--- config.mk ---
export PLATFORM = sky130hd
export DESIGN_NAME = spi_reg_bank
export DESIGN_NICKNAME = d
export VERILOG_FILES = /design/src/rtl/spi_reg_pkg.sv /design/src/rtl/spi_reg_timeout.sv /design/src/rtl/spi_reg_bank.sv
export SDC_FILE = /design/constraint.sdc
export NUM_CORES = 1
export LEC_CHECK = 0
export ABC_AREA = 1
export ABC_CLOCK_PERIOD_IN_PS = 1500
export BUFFER_PORTS_ARGS = -buffer_cell sky130_fd_sc_hd__buf_2
export CAP_MARGIN = 40
export CORE_UTILIZATION = 50
export CTS_CLUSTER_SIZE = 28
export DETAILED_ROUTE_END_ITERATION = 7
export PLACE_DENSITY = 0.76
export SYNTH_ARGS = -nofsm -noshare
export SYNTH_HDL_FRONTEND = slang
export SYNTH_SLANG_ARGS = --single-unit
--- constraint.sdc ---
create_clock -name clk -period 1.5 [get_ports clk]
set_clock_uncertainty 0.05 [all_clocks]
set_input_delay 0.3 -clock clk [delete_from_list [all_inputs] [get_ports clk]]
set_output_delay 0.3 -clock clk [all_outputs]
set_load 0.03 [all_outputs]
--- src/rtl/spi_reg_pkg.sv ---
// Shared definitions for the SPI register bank: register addresses, STATUS
// bit positions, command-byte field positions and the command FSM states.
// Optional build macro SPI_REG_BANK_CMDCOUNT_EN is consumed by spi_reg_bank.
package spi_reg_pkg;

  localparam logic [2:0] REG_ID     = 3'd0;
  localparam logic [2:0] REG_STATUS = 3'd1;
  localparam logic [2:0] REG_LAST   = 3'd7;

  localparam int STATUS_TIMEOUT_BIT = 0;
  localparam int STATUS_PENDING_BIT = 1;

  localparam int CMD_W_BIT    = 7;
  localparam int CMD_ADDR_MSB = 2;
  localparam int CMD_ADDR_LSB = 0;

  typedef enum logic {
    IDLE      = 1'b0,
    WAIT_DATA = 1'b1
  } state_t;

  // Assemble the STATUS register image; unused bits read 0.
  function automatic logic [7:0] status_byte(input logic pending, input logic timeout);
    logic [7:0] s;
    s = 8'h00;
    s[STATUS_PENDING_BIT] = pending;
    s[STATUS_TIMEOUT_BIT] = timeout;
    return s;
  endfunction

endpackage

--- src/rtl/spi_reg_timeout.sv ---
// Watchdog for the write handshake: a loadable down-counter.
// i_load presets the count to TIMEOUT_CYCLES-1; each cycle with i_en set
// counts down, and o_expire is asserted (combinationally) in the enabled
// cycle where the count has already reached zero. That makes the expiry
// land on the TIMEOUT_CYCLES-th enabled cycle after a load.
// Ports: clk, rst_n (async active-low), i_load, i_en, o_expire.
module spi_reg_timeout #(
  parameter int unsigned TIMEOUT_CYCLES = 12000000
) (
  input  logic clk,
  input  logic rst_n,
  input  logic i_load,
  input  logic i_en,
  output logic o_expire
);

  localparam int W = $clog2(TIMEOUT_CYCLES + 1);
  localparam logic [W-1:0] LOAD_VALUE = W'(TIMEOUT_CYCLES - 1);
  localparam logic [W-1:0] ONE        = W'(1);

  logic [W-1:0] r_count;

  always_ff @(posedge clk or negedge rst_n) begin
    if (!rst_n) begin
      r_count <= '0;
    end else if (i_load) begin
      r_count <= LOAD_VALUE;
    end else if (i_en && (r_count != '0)) begin
      r_count <= r_count - ONE;
    end
  end

  assign o_expire = i_en && (r_count == '0);

endmodule

--- src/rtl/spi_reg_bank.sv ---
// Command consumer behind a byte-level SPI slave. Each command byte is
// decoded as a read (response <= register) or as the first half of a write
// (response <= ACK_BYTE, next byte is the data). Data writes pulse
// wr_strobe for the target register and echo the stored value.
// Ports: clk, rst_n (async active-low), cmd[7:0], cmd_valid,
//        response[7:0] (registered), reg_out[63:0] (reg N at [8N+7:8N]),
//        wr_strobe[7:0].
// Build macro SPI_REG_BANK_CMDCOUNT_EN: reg 7 becomes a read-only count of
// cmd_valid pulses instead of an ordinary read/write register.
module spi_reg_bank
  import spi_reg_pkg::*;
#(
  parameter logic [7:0]  ID_VALUE       = 8'h5A,
  parameter int unsigned TIMEOUT_CYCLES = 12000000,
  parameter logic [7:0]  ACK_BYTE       = 8'hA5
) (
  input  logic        clk,
  input  logic        rst_n,
  input  logic [7:0]  cmd,
  input  logic        cmd_valid,
  output logic [7:0]  response,
  output logic [63:0] reg_out,
  output logic [7:0]  wr_strobe
);

`ifdef SPI_REG_BANK_CMDCOUNT_EN
  localparam int RW_LAST = 6;
`else
  localparam int RW_LAST = 7;
`endif

  state_t      r_state;
  logic [2:0]  r_addr;
  logic [7:0]  r_response;
  logic [7:0]  r_strobe;
  logic        r_timeout;
  logic [7:0]  r_regs [2:RW_LAST];
`ifdef SPI_REG_BANK_CMDCOUNT_EN
  logic [7:0]  r_cnt;
`endif

  logic [2:0]  w_cmd_addr;
  logic        w_load;
  logic        w_en;
  logic        w_expire;
  logic        w_timeout_next;
  logic [7:0]  w_rd_data;
  logic [7:0]  w_echo;
  logic [63:0] w_reg_out;

  assign w_cmd_addr = cmd[CMD_ADDR_MSB:CMD_ADDR_LSB];
  assign w_load     = (r_state == IDLE) && cmd_valid && cmd[CMD_W_BIT];
  // A data byte arriving on the expiry cycle must win, so the watchdog
  // only runs in cycles without cmd_valid.
  assign w_en       = (r_state == WAIT_DATA) && !cmd_valid;
  // STATUS.TIMEOUT is write-one-to-clear.
  assign w_timeout_next = r_timeout & ~cmd[STATUS_TIMEOUT_BIT];

  spi_reg_timeout #(
    .TIMEOUT_CYCLES(TIMEOUT_CYCLES)
  ) u_timeout (
    .clk      (clk),
    .rst_n    (rst_n),
    .i_load   (w_load),
    .i_en     (w_en),
    .o_expire (w_expire)
  );

  // Read data for a read command (only used in IDLE, so PENDING reads 0).
  always_comb begin
    w_rd_data = 8'h00;
    case (w_cmd_addr)
      REG_ID:     w_rd_data = ID_VALUE;
      REG_STATUS: w_rd_data = status_byte(r_state == WAIT_DATA, r_timeout);
`ifdef SPI_REG_BANK_CMDCOUNT_EN
      REG_LAST:   w_rd_data = r_cnt;
`endif
      default:    w_rd_data = r_regs[w_cmd_addr];
    endcase
  end

  // Value stored after the data byte lands; echoed back as the response.
  always_comb begin
    w_echo = cmd;
    case (r_addr)
      REG_ID:     w_echo = ID_VALUE;
      REG_STATUS: w_echo = status_byte(1'b0, w_timeout_next);
`ifdef SPI_REG_BANK_CMDCOUNT_EN
      REG_LAST:   w_echo = r_cnt + 8'd1;
`endif
      default:    w_echo = cmd;
    endcase
  end

  always_ff @(posedge clk or negedge rst_n) begin
    if (!rst_n) begin
      r_state    <= IDLE;
      r_addr     <= 3'd0;
      r_response <= 8'h00;
      r_strobe   <= 8'h00;
      r_timeout  <= 1'b0;
      for (int i = 2; i <= RW_LAST; i++) r_regs[i] <= 8'h00;
    end else begin
      r_strobe <= 8'h00;
      case (r_state)
        IDLE: begin
          if (cmd_valid) begin
            if (cmd[CMD_W_BIT]) begin
              r_addr     <= w_cmd_addr;
              r_response <= ACK_BYTE;
              r_state    <= WAIT_DATA;
            end else begin
              r_response <= w_rd_data;
            end
          end
        end
        WAIT_DATA: begin
          if (cmd_valid) begin
            r_strobe[r_addr] <= 1'b1;
            r_response       <= w_echo;
            r_state          <= IDLE;
            case (r_addr)
              REG_ID:     ;
              REG_STATUS: r_timeout <= w_timeout_next;
`ifdef SPI_REG_BANK_CMDCOUNT_EN
              REG_LAST:   ;
`endif
              default:    r_regs[r_addr] <= cmd;
            endcase
          end else if (w_expire) begin
            r_state   <= IDLE;
            r_timeout <= 1'b1;
          end
        end
        default: r_state <= IDLE;
      endcase
    end
  end

`ifdef SPI_REG_BANK_CMDCOUNT_EN
  always_ff @(posedge clk or negedge rst_n) begin
    if (!rst_n) begin
      r_cnt <= 8'h00;
    end else if (cmd_valid) begin
      r_cnt <= r_cnt + 8'd1;
    end
  end
`endif

  // ID is a constant rather than fabric state, so its slot is driven 0.
  always_comb begin
    w_reg_out          = 64'h0;
    w_reg_out[15:8]    = status_byte(r_state == WAIT_DATA, r_timeout);
    for (int i = 2; i <= RW_LAST; i++) w_reg_out[8*i +: 8] = r_regs[i];
`ifdef SPI_REG_BANK_CMDCOUNT_EN
    w_reg_out[63:56]   = r_cnt;
`endif
  end

  assign response  = r_response;
  assign wr_strobe = r_strobe;
  assign reg_out   = w_reg_out;

endmodule
==> results_dict.tcl <==
set metrics [dict create \
    run_status "finished, violations left" \
    failed_checks "setup timing" \
    cts.clk_slew.worst_paths_ps 90 \
    clk-insertion-delay-late_ps 370 \
    synth_top_area_frac 0.462 \
    setup-violations-final 25 \
    min_delay_path_depth 3 \
    regToRegSetupSlack_ps -130 \
    post_layout_nonfiller_instances 969 \
    placementRows 36 \
    critical_path_peak_fanout 3 \
    wl_per_cell_um 14.7 \
    critical-path-top-delay-family "simple AND/OR/NAND/NOR gates" \
    die_width_um 102 \
    dp.final_hpwl_um 9870 \
    final_layout_size_suffix_gt1_frac 0.330 \
    core_um2 9770 \
    synth_largest_area_cell "dfrtp_1" \
    reg2reg_from "u_timeout.r_count[4]" \
    critical_path.startpoint_type "flip-flop" \
    tritoncts "done" \
    ys_seq_area_frac 0.462 \
    design.final.nets 844 \
    ff2ff_path_depth 9 \
    level_count_of_the_clock_h_tree 3 \
    post-route-worst-setup-slack_ps -130 \
    fillerInstances 746 \
    synth_cell_type_count 34 \
    synth.avg_cell_area_um2 7.46 \
    count_of_pins_over_their_slew_limit 0 \
    initial_core_util 0.515 \
    final.hold.worst_slack_ps 123 \
    finalCritPeriodShare 1.09 \
    grt_max_degree 35 \
    multi_input_area_um2 2440 \
    tritoncts.num_buffers 9 \
    r2r_end "u_timeout.r_count[17]" \
    category_of_the_critical_setup_timing_path "reg -> reg" \
    synthArstFlopShare 1.00 \
    drt-vias-per-instance 5.31 \
    hold_fails_final_rpt 0 \
    p_leak_nw 3.50 \
    slowest_stage "dfrtp_1" \
    routed_wl_um 14300 \
    clock-root-buffer "clkbuf_8" \
    synth_enable_flop_cells 0 \
    power_density_over_cell_area_nw_per_um2 1820 \
    synthCells 675 \
    worstSetupPathDepth 9 \
    cp_cell_sequence "nor2_1, nand2_1, buf_4, nor2_1, nand3_1, nand2_2, nand3_2, nand2_4, nand2_2" \
    hp-class "in -> reg" \
    maxCapViolations 0 \
    ys_top_cells_by_area "dfrtp_1 46%, nand2_1 16%, o21ai_0 5.5%" \
    via_count_of_the_first_global_routing_pass 4779 \
    num_antenna_cells 0 \
    max_stage_delay_ps 450 \
    chipHeight_um 102 \
    hold_sp "cmd[5]" \
    floorplan.die_area_um2 10500 \
    crit_path_end_kind "flip-flop" \
    design_power_total_mw 12.1 \
    first_pass_drt_iterations 5 \
    finalCriticalPeriod_ps 1630 \
    yosysWarnings 0 \
    synth_seq_cells 93 \
    vdd.ir_drop.worst_v 0.000973 \
    buffer_ports.inserted 76 \
    detailroute.via_count 5150 \
    drt_drc_violations_left 0 \
    placer_s_final_routability_congestion_estimate 0.952 \
    top_level_ports 91 \
    yosysMostFrequentCell "nand2_1" \
    cp.arrival_ps 1840 \
    path_buf_inv 1 \
    antenna_found_initial 0 \
    min_delay_worst_endpoint "reg_out[61]" \
    cp.required_ps 1710 \
    drt.antenna.violating_nets 0 \
    highest_clock_frequency_the_design_can_meet_mhz 613 \
    seq_area_um2 2330 \
    grt_first_pass_wirelength_um 22200 \
    total_routing_resource_utilization_after_global_routing 0.278 \
    syn2layout_area_growth_pct 31.7 \
    grt_overflow_total 0 \
    synth_flop_cell "dfrtp_1" \
    synth.cells.most_frequent "209 x nand2_1, 93 x dfrtp_1, 69 x inv_1, 69 x nor2_1, 55 x o21ai_0" \
    cts_max_path_buffers 2 \
    numPlacedInstances 937 \
    drt-initial-drc-count 375 \
    grt_setup_unrepaired "true" \
    clock-sinks 93 \
    synth_area_um2 5030 \
]
==> layout make-up <==
type                       instances  area share
multi-input combinational        478       0.369
sequential                        93       0.351
timing repair buffer             171       0.182
inverter                          78      0.0460
tap                              133      0.0251
clock buffer                      12      0.0219
clock inverter                     4     0.00472
==> metal layers <==
layer / global-route usage / wire length [um] / part of all wire
met5: 0 / 0 / 0
met4: 0.143 / 431 / 0.030
met3: 0.0404 / 987 / 0.069
met2: 0.445 / 6870 / 0.48
met1: 0.368 / 5990 / 0.42
==> flip-flops by register name (all words and copies together) (netlist names) <==
name and flops:
reg_out 48, response 8, wr_strobe 8, r_addr 3
r_timeout 1, r_state 1, u_timeout.r_count 24
==> logic make-up after synthesis <==
| group | after synthesis | synth area share |
|---|---|---|
| buffers and inverters | 117 | 0.111 |
| AO/OA/AOI/OAI | 98 | 0.105 |
| flip-flops | 93 | 0.462 |
| adder cells (fa/ha/maj) | 2 | 0.00497 |
| other | 1 | 0.000745 |
| AND/OR/NAND/NOR | 361 | 0.311 |
| XOR/XNOR | 3 | 0.00522 |
==> metrics by stage <==
step	setup TNS, ps	util	cell area, um^2	setup WS (ps)
2_1_floorplan	0	-	5080	4.88
3_3_place_gp	-2650	0.616	6030	-126
3_5_place_dp	-3910	0.616	6030	-183
4_1_cts	-1290	0.655	6400	-81.7
5_1_grt	-4070	0.678	6630	-202
6_report	-2520	0.678	6630	-130
==> layout by cell type (no fill, tap or decap), types with 15 or more instances in the layout <==
master and instances:
buf_2 75, buf_4 84, dfrtp_1 91, inv_1 66, nand2_1 188, nand2_2 15, nand3_1 48, nand4_1 17
nor2_1 43, nor2_2 21, o21ai_0 54, o21ai_1 16
==> what timing repair did <==
action | 4_1_cts | 5_1_grt
buffers inserted | 8 | 6
setup endpoints to repair | 29 | 35
resized for setup | 39 | 51
gates cloned | 1 | 0
hold buffers | 1 | 0
endpoints found under the hold margin | 64 | 0
pin swaps | 8 | 22
==> worst max path at each step <==
stage / startpoint / end / slack, ps
3_5_place_dp: u_timeout.r_count[1] / u_timeout.r_count[11] / -180
3_3_place_gp: u_timeout.r_count[0] / u_timeout.r_count[1] / -130
4_1_cts: u_timeout.r_count[0] / u_timeout.r_count[6] / -80
6_report: u_timeout.r_count[4] / u_timeout.r_count[17] / -130
2_1_floorplan: u_timeout.r_count[0] / u_timeout.r_count[7] / 5
5_1_grt: u_timeout.r_count[4] / u_timeout.r_count[11] / -200
==> power by group <==
group | internal [mW] | switching, mW
Clock | 0.660 | 0.920
Combinational | 2.32 | 4.07
Sequential | 3.40 | 0.725
Total | 6.37 | 5.71
==> worst min-delay path, stage by stage <==
cell,delay [ps]
buf_2,110
nand2_1,50
o21ai_0,60
No activity file was read; power rests on OpenSTA's default activity.
